<file path="config.mk">
export PLATFORM = sky130hd
export DESIGN_NAME = gf_adder_top
export DESIGN_NICKNAME = d
export VERILOG_FILES = /design/src/rtl/gf_adder_top.sv
export SDC_FILE = /design/constraint.sdc
export NUM_CORES = 1
export LEC_CHECK = 0
export ABC_AREA = 1
export BUFFER_PORTS_ARGS = -buffer_cell sky130_fd_sc_hd__buf_2
export CAP_MARGIN = 20
export CORE_UTILIZATION = 54
export CTS_CLUSTER_DIAMETER = 40
export DETAILED_ROUTE_END_ITERATION = 8
export PLACE_DENSITY = 0.93
export SYNTH_ARGS = -nofsm -noshare
export SYNTH_HDL_FRONTEND = slang
export SYNTH_SLANG_ARGS = --single-unit
export TNS_END_PERCENT = 1
</file>
<file path="constraint.sdc">
create_clock -name clk -period 0.8 [get_ports clk]
set_input_delay 0.12 -clock clk [delete_from_list [all_inputs] [get_ports clk]]
set_output_delay 0.12 -clock clk [all_outputs]
set_load 0.05 [all_outputs]
</file>
<file path="src/rtl/gf_adder_top.sv">
`default_nettype none
// ============================================================================
// Module   : gf_adder_top
// Brief    : Registered adder that returns either GF(2) addition (a XOR b)
//            or full-width unsigned addition with carry-out, 1-cycle latency.
// Revision : 1.0 - initial release
// ============================================================================
module gf_adder_top #(
  parameter int WIDTH = 32
) (
  input  logic             clk,
  input  logic             rst_n,
  input  logic             in_valid,
  input  logic             gf_option,
  input  logic [WIDTH-1:0] a,
  input  logic [WIDTH-1:0] b,
  output logic [WIDTH-1:0] sum,
  output logic             co,
  output logic             out_valid
);

  logic [WIDTH-1:0] sum_q, sum_d;
  logic             co_q, co_d;
  logic             out_valid_q, out_valid_d;

  // One extra bit keeps the carry exact even for all-ones operands.
  logic [WIDTH:0]   w_int_sum;

  assign w_int_sum = {1'b0, a} + {1'b0, b};

  always_comb begin
    sum_d       = sum_q;
    co_d        = co_q;
    out_valid_d = in_valid;
    if (in_valid) begin
      if (gf_option) begin
        sum_d = a ^ b;
        co_d  = 1'b0;
      end else begin
        sum_d = w_int_sum[WIDTH-1:0];
        co_d  = w_int_sum[WIDTH];
      end
    end
  end

  always_ff @(posedge clk or negedge rst_n) begin
    if (!rst_n) begin
      sum_q       <= '0;
      co_q        <= 1'b0;
      out_valid_q <= 1'b0;
    end else begin
      sum_q       <= sum_d;
      co_q        <= co_d;
      out_valid_q <= out_valid_d;
    end
  end

  assign sum       = sum_q;
  assign co        = co_q;
  assign out_valid = out_valid_q;

endmodule
`default_nettype wire

</file>
[After elaboration in Yosys (flattened, before gate mapping)]
Index checks and enable logic that the tools add are counted.
Word-level totals
  register bits: 34
  input port bits: 68
  output and inout port bits: 34
  word-level logic and storage cells: 7
Operators by class
  bitwise gates (word level): 1
  $add $sub $neg: 1
  muxes and demuxes: 2
Operators by type and width (count)
  adder 32 x 32 -> 33 bit: 1
  2-to-1 mux 32 bit: 1
  bitwise XOR 32 bit: 1
  2-to-1 mux 1 bit: 1

[Depth between registers and ports, before layout]
Gate-level depths: netlist of run 1.
  depth after elaboration: 2
  depth in mapped cells: 14
  depth with buffers taken out: 14

[Least setup slack after synthesis of run 1]
Ideal clock, no wire load.
  path kind: input to register
  start point: in a[0]
  end point: reg sum_q[14] (netlist: sum[14])
  path buffers: 0
  slack: -0.788 ns
  stages on the path: 11
  data required time: 0.682 ns
  data arrival time: 1.470 ns
  setup time: 0.118 ns
  cells stage by stage: ha_1 -> fa_1 -> nand3_1 -> nand3_1 -> nand2_1 -> nand2_1 -> nand3_1 -> nand2_2 -> or2_1 -> nand3_1 -> nand2_1
On the way
  word-level cells in the longest chain between the ends: 2
RTL lines
  start: declaration: line 15  | input logic [WIDTH-1:0] a,
  adder 32 x 32 -> 33 bit: line 29  | assign w_int_sum = {1'b0, a} + {1'b0, b};
  2-to-1 mux 32 bit: line 36  | if (gf_option) begin
  end signal: assignment: line 52  | sum_q <= sum_d;
  end: declaration: line 22  | logic [WIDTH-1:0] sum_q, sum_d;
Every way passes these cells.
A chain may end at the register's enable or synchronous reset.

[Worst setup path in the final report of run 1]
  start point: in b[1]
  end point: reg sum_q[8] (netlist: sum[8])
On the way
  word-level cells in the longest chain between the ends: 2
RTL lines
  start: declaration: line 16  | input logic [WIDTH-1:0] b,
  adder 32 x 32 -> 33 bit: line 29
  2-to-1 mux 32 bit: line 36
Every way passes these cells.

==> reports/qor.txt, run 1 <==
Cells traversed along the worst timing path -> buf_2 > buf_6 > fa_2 > nand3_2 > nand3_4 > nand2_2 > nand3_2 > buf_4 > nand2_1 > xor2_1 > o21ai_1
Post-route worst setup slack -> -0.697 ns
Worst R2R Setup Slack -> 0.08 ns
Latest clock arrival within the worst-skew pair -> 0.29 ns
Initial Util -> 57.3%
Post-synthesis register bit count -> 34
# port buffers -> 101
Power per Cell Area -> 1510 mW/mm²
Post-synthesis cell type count -> 32
Fin. max-slew vios -> 0
Clock skew -> 0 ns
Die ar. -> 0.00727 mm²
Path category of the worst min-delay check -> primary input to flop
Gr usage total -> 37.4%
RR Startpoint -> sum[13]$_DFFE_PN0P_
Row count -> 29
Largest net degree at the start of global routing -> 36
Leakage Power -> 3.18 nW
Highest Clock Rate -> 668 MHz
Leading register cell type out of synthesis -> sky130_fd_sc_hd__dfrtp_1
Antenna cell count -> 0
Arrival time reported for the critical path endpoint -> 1.68 ns
Cell area after synthesis -> 0.00374 mm²
Number of cells in the design after placement -> 878
Number of CTS-inserted buffers -> 5
Final #Nets -> 912
Max-Cap Viols -> 0
Syn-to-layout area delta -> 51.5%
Category of the worst setup path launch point -> primary input
Global placement routability congestion -> 0.933
Routed vias -> 5231
Worst r2r dst -> sum[13]$_DFFE_PN0P_
Final hold viol count -> 0
Synth Instances -> 657
Starting DRT DRC Count -> 708
Number of flops mapped to enable cells by yosys -> 0
Total congestion overflow after global routing -> 0
Wire length after detailed routing -> 15500 µm
Post-Layout Inst Area -> 0.00567 mm²
Ratio of routed vias to standard cells -> 5.88
Critical Path RT -> 0.98 ns
Element type at the critical path end -> flop
RSZ-0062 raised after global routing -> true
Class of the most critical setup path -> primary input to flop
Mean area per synthesized cell -> 5.70 µm²
Total of warnings raised by yosys -> 0
Worst Hold End -> sum[0]$_DFFE_PN0P_
Clock tree from TritonCTS -> done
Std-Cell Core Area -> 0.00653 mm²
Hold-critical path depth -> 4
Final-report setup violation count -> 66
Run status -> finished with violations
Wire length of the first global-routing pass -> 21600 µm
Worst-path clk slew -> 0.09 ns
Period minus WS final -> 1.50 ns
Synth Net Count -> 758
Antenna violations before repair -> 0
Maximum buffer depth of the clock tree -> 2
Antenna Nets Post-Route -> 0
Worst hold start -> a[0]
Transition time at the pin with the least slew margin -> 0.244 ns
CP max-delay cell -> sky130_fd_sc_hd__fa_2
Final HPWL from detailed placement -> 9820 µm
Violations in the final reports -> negative setup slack
Max rail drop VDD -> 0.698 mV
Largest stage delay on the critical path -> 0.37 ns
Maximum fanout along the worst path -> 4
DRT Pass-1 Iters -> 9
Number of cells on the worst reg-to-reg path -> 2
Boundary Pins -> 102
Post-synthesis sequential area ratio -> 22.7%
Register Area -> 851 µm²
Share of synthesized flip-flops with an asynchronous set or reset -> 100%
Vias in the first global route -> 4652
Headroom to the max-slew limit -> 83.6%
H-tree depth reported by CTS -> 2
Portion of the clock cycle consumed by the worst path in the final layout -> 187%
Die Span X -> 85.3 µm
Count of fill cells added during filler insertion -> 374
DRC violations left -> 0
Fin cells -> 889
CTS root buffer -> sky130_fd_sc_hd__clkbuf_8
Proportion of layout cells with a drive suffix above 1 -> 34.4%
Multi-input gate area -> 0.00303 mm²
Total number of clock tree sinks -> 34
Die Y-Extent -> 85.3 µm
Average wire per standard cell -> 17.4 µm
Crit-path most repeated cell -> sky130_fd_sc_hd__nand3_2
Total placed instance area -> 0.00476 mm²
worst max-delay path, delay by kind of cell:
kind                       cells  cell delay [ns]
adders and majority gates      1             0.37
xor gates and xnor gates       1             0.20
and+or+nand+nor                5             0.47
AOI/OAI and AO/OA              1             0.09
buffers and inverters          3             0.42
layer usage:
| layer | wire length [µm] | part of all wire, % | global-route usage [%] | vias up |
|---|---|---|---|---|
| li1 | - | - | - | 2321 |
| met1 | 5580 | 36 | 48.9 | 2348 |
| met2 | 7280 | 47 | 64.8 | 460 |
| met3 | 1870 | 12 | 4.38 | 102 |
| met4 | 748 | 4.8 | 11.7 | 0 |
| met5 | 0 | 0 | 0 | - |
timing repair:
action,4_1_cts,5_1_grt
hold buffers,1,0
resized for setup,109,83
endpoints found under the setup margin,66,66
buffers inserted,2,0
pin swaps,15,12
hold endpoints to repair,34,0
cells in the final DEF, fill, tap and decap left out, types with 3 or more instances in the layout:
| cell | instances |
|---|---|
| sky130_fd_sc_hd__nor2_1 | 23 |
| sky130_fd_sc_hd__a21oi_2 | 6 |
| sky130_fd_sc_hd__clkbuf_8 | 6 |
| sky130_fd_sc_hd__nand2_1 | 273 |
| sky130_fd_sc_hd__ha_1 | 7 |
| sky130_fd_sc_hd__nand2_4 | 3 |
| sky130_fd_sc_hd__nor3_1 | 3 |
| sky130_fd_sc_hd__ha_2 | 3 |
| sky130_fd_sc_hd__nand3_2 | 19 |
| sky130_fd_sc_hd__buf_4 | 51 |
| sky130_fd_sc_hd__nor3_2 | 3 |
| sky130_fd_sc_hd__dfrtp_1 | 34 |
| sky130_fd_sc_hd__inv_1 | 104 |
| sky130_fd_sc_hd__nand3b_1 | 6 |
| sky130_fd_sc_hd__ha_4 | 22 |
| sky130_fd_sc_hd__nand2_2 | 32 |
| sky130_fd_sc_hd__nand3_1 | 41 |
| sky130_fd_sc_hd__buf_2 | 65 |
| sky130_fd_sc_hd__inv_2 | 3 |
| sky130_fd_sc_hd__buf_6 | 37 |
| sky130_fd_sc_hd__xor2_1 | 6 |
| sky130_fd_sc_hd__buf_12 | 3 |
| sky130_fd_sc_hd__o21ai_1 | 8 |
| sky130_fd_sc_hd__o21ai_0 | 3 |
| sky130_fd_sc_hd__nor2_4 | 5 |
| sky130_fd_sc_hd__nor2_2 | 14 |
| sky130_fd_sc_hd__a21oi_1 | 13 |
through the flow:
stage                     hold WS, ns  utilization (%)  setup WS (ns)  power, W  TNS (ns)
final                           0.172             86.8         -0.697   0.00856    -23.05
after CTS                       0.155             81.1         -0.586   0.00785    -20.58
after detailed placement       0.0880             72.9         -0.965   0.00598    -26.28
after global routing            0.191             86.8         -0.986   0.00890    -25.75
after floorplan                -0.176                -         -0.659   0.00464    -16.05
after global placement         0.0878             72.9         -0.928   0.00588    -24.97
logic make-up (layout without fill, tap and decap cells):
group,Yosys count,count (layout),synth area share [%]
fa+ha+maj,33,33,11.2
compound gates,32,32,4.41
xor+xnor,9,9,2.11
simple gates,431,431,47.5
buf+inv,118,273,12.1
flops,34,34,22.7
power by group:
| group | internal, W | total, W | leakage (nW) | switching, W |
|---|---|---|---|---|
| Sequential | 0.00198 | 0.00223 | 0.412 | 0.000247 |
| Clock | 0.000694 | 0.00141 | 0.0472 | 0.000712 |
| Combinational | 0.00187 | 0.00493 | 2.73 | 0.00306 |
worst max-delay path by stage:
stage,start,end
after floorplan,a[0],sum[14]$_DFFE_PN0P_
after global routing,a[2],sum[18]$_DFFE_PN0P_
final,b[1],sum[8]$_DFFE_PN0P_
after global placement,a[21],sum[29]$_DFFE_PN0P_
after detailed placement,a[0],co$_DFFE_PN0P_
after CTS,b[0],co$_DFFE_PN0P_
sequential cells by signal, summed over array words and instances, names as in the netlist:
name,cells
sum,32
co,1
out_valid,1
layout make-up:
type / count / share of cell area [%]
clock buffer: 6 / 1.46
sequential: 34 / 15.0
timing repair buffer: 157 / 21.1
clock inverter: 2 / 0.221
inverter: 108 / 7.15
multi-input combinational: 505 / 53.4
tap: 77 / 1.70
cell usage after synthesis, drive strengths merged, types with 4 or more instances:
master / count / area share (%)
buf: 6 / 0.84
nor3: 6 / 0.94
nor2: 42 / 4.5
clkbuf: 4 / 0.40
nand3: 61 / 8.4
a21oi: 19 / 2.5
o21ai: 11 / 1.5
xor2: 7 / 1.6
ha: 32 / 11
inv: 107 / 11
nand3b: 6 / 1.2
dfrtp: 34 / 23
nand2: 308 / 31
Note: power is estimated with default switching activity, not from simulation.
==> run 2, diff against run 1 <==
--- a/config.mk
+++ b/config.mk
@@ -8,7 +8,9 @@
 export ABC_AREA = 1
 export BUFFER_PORTS_ARGS = -buffer_cell sky130_fd_sc_hd__buf_2
 export CAP_MARGIN = 20
-export CORE_UTILIZATION = 54
+export CELL_PAD_IN_SITES_DETAIL_PLACEMENT = 1
+export CELL_PAD_IN_SITES_GLOBAL_PLACEMENT = 1
+export CORE_UTILIZATION = 36
 export CTS_CLUSTER_DIAMETER = 40
 export DETAILED_ROUTE_END_ITERATION = 8
 export PLACE_DENSITY = 0.93
==> reports/qor.txt, run 2 (same netlist as run 1, synthesis figures left out) <==
Path category of the worst min-delay check -> primary input to flop
Total number of clock tree sinks -> 34 (unchanged)
Largest net degree at the start of global routing -> 37 (+2.8%)
Ratio of routed vias to standard cells -> 5.63 (-4.3%)
Period minus WS final -> 1.56 ns (+0.0642 ns)
Worst hold start -> in_valid
Max-Cap Viols -> 0 (unchanged)
RR Startpoint -> sum[7]$_DFFE_PN0P_
Average wire per standard cell -> 21.3 µm (+23%)
Proportion of layout cells with a drive suffix above 1 -> 35.2% (+0.80 points)
CTS root buffer -> sky130_fd_sc_hd__clkbuf_8
Number of cells on the worst reg-to-reg path -> 2 (unchanged)
Count of fill cells added during filler insertion -> 1324 (+250%)
RSZ-0062 raised after global routing -> true
Std-Cell Core Area -> 0.00991 mm² (+52%)
Clock tree from TritonCTS -> done
Portion of the clock cycle consumed by the worst path in the final layout -> 195% (+8.0 points)
H-tree depth reported by CTS -> 2 (unchanged)
Antenna violations before repair -> 0 (unchanged)
Gr usage total -> 35.3% (-2.1 points)
Total placed instance area -> 0.00491 mm² (+3.3%)
Row count -> 36 (+24%)
Total congestion overflow after global routing -> 0 (unchanged)
Antenna Nets Post-Route -> 0 (unchanged)
Post-Layout Inst Area -> 0.00581 mm² (+2.4%)
Worst slack at placement -> -1.07 ns (-0.103 ns)
Number of CTS-inserted buffers -> 5 (unchanged)
Worst-path clk slew -> 0.06 ns (-0.03 ns)
Highest-count cells in the layout ignoring fill and taps -> sky130_fd_sc_hd__nand2_1 (275), sky130_fd_sc_hd__inv_1 (102), sky130_fd_sc_hd__buf_2 (65), sky130_fd_sc_hd__buf_4 (59), sky130_fd_sc_hd__nand3_1 (43)
Run status -> finished with violations
Starting DRT DRC Count -> 431 (-39%)
Syn-to-layout area delta -> 55.1%
Die Span X -> 104 µm (+22%)
Routed vias -> 5378 (+2.8%)
Class of the most critical setup path -> primary input to flop
Violations in the final reports -> negative setup slack
Clock skew -> 0 ns (unchanged)
Most common library cell in the layout ignoring fill and taps -> sky130_fd_sc_hd__nand2_1
Element type at the critical path end -> flop
Leakage Power -> 3.25 nW (+1.9%)
Final-report setup violation count -> 66 (unchanged)
Critical path launch point -> b[9]
Initial Util -> 37.8% (-20 points)
Die ar. -> 0.0108 mm² (+49%)
DRT Pass-1 Iters -> 5 (-4)
Max rail drop VDD -> 1.21 mV (+73%)
Maximum buffer depth of the clock tree -> 2 (unchanged)
Wire length after detailed routing -> 20400 µm (+32%)
Antenna cell count -> 0 (unchanged)
DRC violations left -> 0 (unchanged)
Hold-critical path depth -> 2 (-2)
Final HPWL from detailed placement -> 12900 µm (+31%)
Final hold viol count -> 0 (unchanged)
Wire length of the first global-routing pass -> 29700 µm (+37%)
Arrival time reported for the critical path endpoint -> 1.75 ns (+0.07 ns)
Global placement routability congestion -> 0.925 (-0.87%)
Latest clock arrival within the worst-skew pair -> 0.30 ns (about the same)
Final core utilization -> 58.6% (-28 points)
Headroom to the max-slew limit -> 78.4% (-5.2 points)
Fin. max-slew vios -> 0 (unchanged)
Maximum fanout along the worst path -> 4 (unchanged)
Vias in the first global route -> 5651 (+21%)
Post-route worst setup slack -> -0.761 ns (-0.0642 ns)
Critical Path RT -> 0.98 ns (about the same)
Die Y-Extent -> 104 µm (+22%)
# port buffers -> 101 (unchanged)
Highest Clock Rate -> 640 MHz (-4.1%)
Power per Cell Area -> 1530 mW/mm² (+1.4%)
Transition time at the pin with the least slew margin -> 0.321 ns (+0.0771 ns)
Boundary Pins -> 102 (unchanged)
Category of the worst setup path launch point -> primary input
Final #Nets -> 922 (+1.1%)
Max FFs per register -> 32 (unchanged)
run 2: cell count changes in the layout (fill, tap and decap cells not counted), sizes merged:
| cell | delta |
|---|---|
| buf | +10 |
| clkbuf | +1 |
| clkinvlp | -1 |
run 2: final timing paths:
check / end / slack [ns]
min in group asynchronous: sum[4]$_DFFE_PN0P_ / 0.29
worst min-delay path: out_valid$_DFF_PN0_ / 0.15
worst max register to register: sum[7]$_DFFE_PN0P_ / 0.03
worst max-delay path: sum[26]$_DFFE_PN0P_ / -0.76
worst min register to register: co$_DFFE_PN0P_ / 0.52
max in group asynchronous: sum[13]$_DFFE_PN0P_ / 0.31
run 2: stage by stage:
stage | power, W | cells | hold slack (ns) | TNS (ns)
6_report | 0.00889 | 955 | 0.154 | -25.19
5_1_grt | 0.00920 | 955 | 0.145 | -27.50
4_1_cts | 0.00829 | 954 | 0.126 | -21.83
3_5_place_dp | 0.00622 | 942 | 0.0938 | -28.75
3_3_place_gp | 0.00600 | 942 | 0.0921 | -25.47
2_1_floorplan | 0.00464 | 657 | -0.176 | -16.05
run 2: cell type report:
type	instances	area (µm²)	share of cell area [%]
flip-flops and latches	34	852	14.7
inverters	108	405	6.98
multi-input cells	505	2990	51.6
clock buffers	7	86.3	1.49
clock inverters	1	5.00	0.0862
repair buffers	167	1300	22.4
well taps	133	166	2.87
run 2: repair_timing:
| action | in CTS | in global routing |
|---|---|---|
| hold endpoints to repair | 34 | 0 |
| gates resized for setup | 143 | 52 |
| hold buffers | 1 | 0 |
| pin swaps | 25 | 7 |
| setup endpoints to repair | 66 | 66 |
| gates cloned | 0 | 0 |
| buffers inserted | 3 | 1 |
run 2: critical path: stages:
cell,delay [ns]
sky130_fd_sc_hd__buf_2,0.14
sky130_fd_sc_hd__ha_4,0.34
sky130_fd_sc_hd__nand2_2,0.12
sky130_fd_sc_hd__nor2_2,0.21
sky130_fd_sc_hd__nand3_1,0.16
sky130_fd_sc_hd__nand3_2,0.15
sky130_fd_sc_hd__nand3_1,0.12
sky130_fd_sc_hd__nand2_1,0.12
sky130_fd_sc_hd__nand2_1,0.08
sky130_fd_sc_hd__nand3_1,0.10
sky130_fd_sc_hd__nand2_1,0.07
run 2: report_power, final:
group | leakage, nW | internal, W | switching [W]
clock network | 0.0482 | 0.000695 | 0.000713
registers | 0.410 | 0.00198 | 0.000252
logic | 2.79 | 0.00193 | 0.00332
run 2: metal layers:
metal  share of wire (%)  up-vias  GRT usage (%)
li1                    -     2339              -
met1                  37     2597           40.1
met2                  48      330           62.2
met3                 8.5      112           6.52
met4                 6.1        0           19.9
met5                   0        -              0
==> run 3, diff against run 2 <==
--- a/config.mk
+++ b/config.mk
@@ -10,10 +10,10 @@
 export CAP_MARGIN = 20
 export CELL_PAD_IN_SITES_DETAIL_PLACEMENT = 1
 export CELL_PAD_IN_SITES_GLOBAL_PLACEMENT = 1
-export CORE_UTILIZATION = 36
+export CORE_UTILIZATION = 32
 export CTS_CLUSTER_DIAMETER = 40
 export DETAILED_ROUTE_END_ITERATION = 8
-export PLACE_DENSITY = 0.93
+export PLACE_DENSITY = 0.88
 export SYNTH_ARGS = -nofsm -noshare
 export SYNTH_HDL_FRONTEND = slang
 export SYNTH_SLANG_ARGS = --single-unit
==> constraint.sdc (replaced) <==
create_clock -name clk -period 1.3 [get_ports clk]
set_input_delay 0.195 -clock clk [delete_from_list [all_inputs] [get_ports clk]]
set_output_delay 0.195 -clock clk [all_outputs]
set_load 0.05 [all_outputs]
==> reports/qor.txt, run 3 (same netlist as run 1, synthesis figures left out) <==
Worst R2R Setup Slack -> 0.60 ns (+0.57 ns)
Antenna Nets Post-Route -> 0 (unchanged)
Final-report setup violation count -> 27 (-59%)
Worst r2r dst -> sum[13]$_DFFE_PN0P_
Violations in the final reports -> negative setup slack
Transition time at the pin with the least slew margin -> 0.451 ns (+0.130 ns)
Top Family by Delay on Critical Path -> simple AND/OR/NAND/NOR gates
Latest clock arrival within the worst-skew pair -> 0.28 ns (-0.02 ns)
Element type at the critical path end -> flop
Fin Setup TNS -> -4.46 ns (+20.73 ns)
Worst path depth -> 11 (unchanged)
Most common library cell in the layout ignoring fill and taps -> sky130_fd_sc_hd__nand2_1
Clock skew -> 0 ns (unchanged)
Int Power -> 0.00291 W (-37%)
Worst hold margin -> 0.232 ns (+0.0784 ns)
Proportion of layout cells with a drive suffix above 1 -> 34.1% (-1.1 points)
Worst path bufs/invs -> 1 (unchanged)
Ratio of routed vias to standard cells -> 5.09 (-9.6%)
Number of cells in the design after placement -> 944 (+0.21%)
Boundary Pins -> 102 (unchanged)
Wire length after detailed routing -> 15900 µm (-22%)
Clock tree from TritonCTS -> done
Largest stage delay on the critical path -> 0.35 ns (about the same)
Leakage Power -> 3.14 nW (-3.2%)
DRT Pass-1 Iters -> 4 (-1)
Max rail drop VDD -> 0.806 mV (-33%)
CTS root buffer -> sky130_fd_sc_hd__clkbuf_16
Initial Util -> 32.8% (-5.0 points)
Total congestion overflow after global routing -> 0 (unchanged)
Sequential share of power -> 24.8% (-0.3 points)
Category of the worst setup path launch point -> primary input
Path category of the worst min-delay check -> primary input to flop
Vias in the first global route -> 4905 (-13%)
Fin cells -> 953 (-0.21%)
RSZ-0062 raised after global routing -> true
Post-route worst setup slack -> -0.280 ns (+0.482 ns)
Antenna cell count -> 0 (unchanged)
Run status -> finished with violations
Count of fill cells added during filler insertion -> 1545 (+17%)
Antenna violations before repair -> 0 (unchanged)
Class of the most critical setup path -> primary input to flop
CP max-delay cell -> sky130_fd_sc_hd__fa_2
Comb power frac -> 52.3% (-6.7 points)
Maximum buffer depth of the clock tree -> 2 (unchanged)
Highest-count cells in the layout ignoring fill and taps -> sky130_fd_sc_hd__nand2_1 (276), sky130_fd_sc_hd__inv_1 (104), sky130_fd_sc_hd__buf_2 (99), sky130_fd_sc_hd__buf_4 (48), sky130_fd_sc_hd__nand3_1 (39)
Std-Cell Core Area -> 0.0114 mm² (+15%)
Part of the total power dissipated in the clock network -> 22.8% (+7.0 points)
Syn-to-layout area delta -> 48.4%
RR Startpoint -> sum[13]$_DFFE_PN0P_
Largest net degree at the start of global routing -> 35 (-5.4%)
Headroom to the max-slew limit -> 69.9% (-8.5 points)
Starting DRT DRC Count -> 220 (-49%)
Highest Clock Rate -> 633 MHz
Critical path launch point -> b[0]
Maximum fanout along the worst path -> 4 (unchanged)
Total net switching power -> 0.00240 W (-44%)
Average wire per standard cell -> 16.7 µm (-22%)
Final #Nets -> 910 (-1.3%)
Termination of the worst setup path -> sum[20]$_DFFE_PN0P_
Power per Cell Area -> 956 mW/mm² (-38%)
Worst slack at placement -> -0.578 ns (+0.491 ns)
Die Span X -> 110 µm (+5.9%)
Fin. max-slew vios -> 0 (unchanged)
# port buffers -> 101 (unchanged)
Final HPWL from detailed placement -> 11200 µm (-13%)
H-tree depth reported by CTS -> 2 (unchanged)
Die ar. -> 0.0121 mm² (+12%)
Portion of the clock cycle consumed by the worst path in the final layout -> 122%
Proportion of total power due to net switching -> 45.2% (-3.0 points)
Gr usage total -> 26.2% (-9.1 points)
Period minus WS final -> 1.58 ns
Max-Cap Viols -> 0 (unchanged)
Die Y-Extent -> 110 µm (+5.9%)
Global placement routability congestion -> 0.843 (-8.8%)
Arrival time reported for the critical path endpoint -> 1.75 ns (about the same)
Wire length of the first global-routing pass -> 24400 µm (-18%)
Row count -> 39 (+8.3%)
Number of cells on the worst reg-to-reg path -> 2 (unchanged)
DRC violations left -> 0 (unchanged)
Number of CTS-inserted buffers -> 5 (unchanged)
Critical Path RT -> 1.47 ns (+0.49 ns)
Cells traversed along the worst timing path -> buf_6 > ha_4 > fa_2 > nand3_2 > nand3_4 > nand3_2 > nand3b_1 > nand3b_1 > nand3_1 > nand3_1 > nand2_1
Routed vias -> 4852 (-9.8%)
Max FFs per register -> 32 (unchanged)
Final hold viol count -> 0 (unchanged)
Worst-path clk slew -> 0.05 ns (about the same)
Total number of clock tree sinks -> 34 (unchanged)
-- run 3: changes by cell type in the layout (fill, tap and decap cells not counted), moves of 5 or more --
cell                        previous run  this run
sky130_fd_sc_hd__buf_2                65        99
sky130_fd_sc_hd__buf_4                59        48
sky130_fd_sc_hd__buf_6                36         4
sky130_fd_sc_hd__clkbuf_16             0         5
sky130_fd_sc_hd__clkbuf_8              6         1
sky130_fd_sc_hd__nor2_1               26        20
-- run 3: per-stage QoR --
| step | util, % | power [W] | cell area (µm²) |
|---|---|---|---|
| 5_1_grt | 48.6 | 0.00560 | 5550 |
| 2_1_floorplan | - | 0.00286 | 3770 |
| 3_3_place_gp | 42.4 | 0.00366 | 4840 |
| 4_1_cts | 47.4 | 0.00514 | 5410 |
| 3_5_place_dp | 42.4 | 0.00373 | 4840 |
| 6_report | 48.6 | 0.00531 | 5550 |
-- run 3: worst register-to-register path: stages (launching register included) --
cell and delay (ns):
sky130_fd_sc_hd__dfrtp_1 0.42, sky130_fd_sc_hd__nand2_1 0.10, sky130_fd_sc_hd__o21ai_1 0.06
-- run 3: cell type report --
| type | instances | area (µm²) | area share (%) |
|---|---|---|---|
| clock buffer | 7 | 143 | 2.57 |
| clock inverter | 1 | 5.00 | 0.0901 |
| inverter | 108 | 405 | 7.30 |
| multi-input combinational | 505 | 3000 | 54.0 |
| sequential | 34 | 851 | 15.3 |
| tap | 143 | 179 | 3.22 |
| timing repair buffer | 155 | 971 | 17.5 |
-- run 3: layer usage --
metal	track usage (%)	share of wire, %	vias to the layer above
met4	9.30	2.4	0
li1	-	-	2322
met3	2.06	4.5	35
met2	44.4	48	149
met1	35.0	45	2346
met5	0	0	-
-- run 3: repair_timing --
action	4_1_cts	5_1_grt
setup endpoints to repair	27	29
setup buffers	0	0
hold buffers	1	0
endpoints found under the hold margin	34	0
cloned	0	0
pin swaps	18	10
gates resized for setup	78	39
-- run 3: power by group through the flow --
stage	Sequential (W)	Clock, W	Combinational [W]
floorplan	0.00189	0	0.000969
global placement	0.00133	0	0.00233
detailed placement	0.00133	0	0.00240
CTS	0.00132	0.00121	0.00261
global route	0.00133	0.00126	0.00301
finish	0.00132	0.00121	0.00278
-- run 3: worst min path at each step --
stage | from | cells past startpoint | slack, ns | endpoint
2_1_floorplan | rst_n | 0 | -0.10 | co$_DFFE_PN0P_
3_3_place_gp | rst_n | 2 | 0.26 | sum[5]$_DFFE_PN0P_
3_5_place_dp | rst_n | 2 | 0.26 | sum[5]$_DFFE_PN0P_
4_1_cts | a[0] | 4 | 0.24 | sum[0]$_DFFE_PN0P_
5_1_grt | a[0] | 4 | 0.26 | sum[0]$_DFFE_PN0P_
6_report | a[0] | 4 | 0.23 | sum[0]$_DFFE_PN0P_
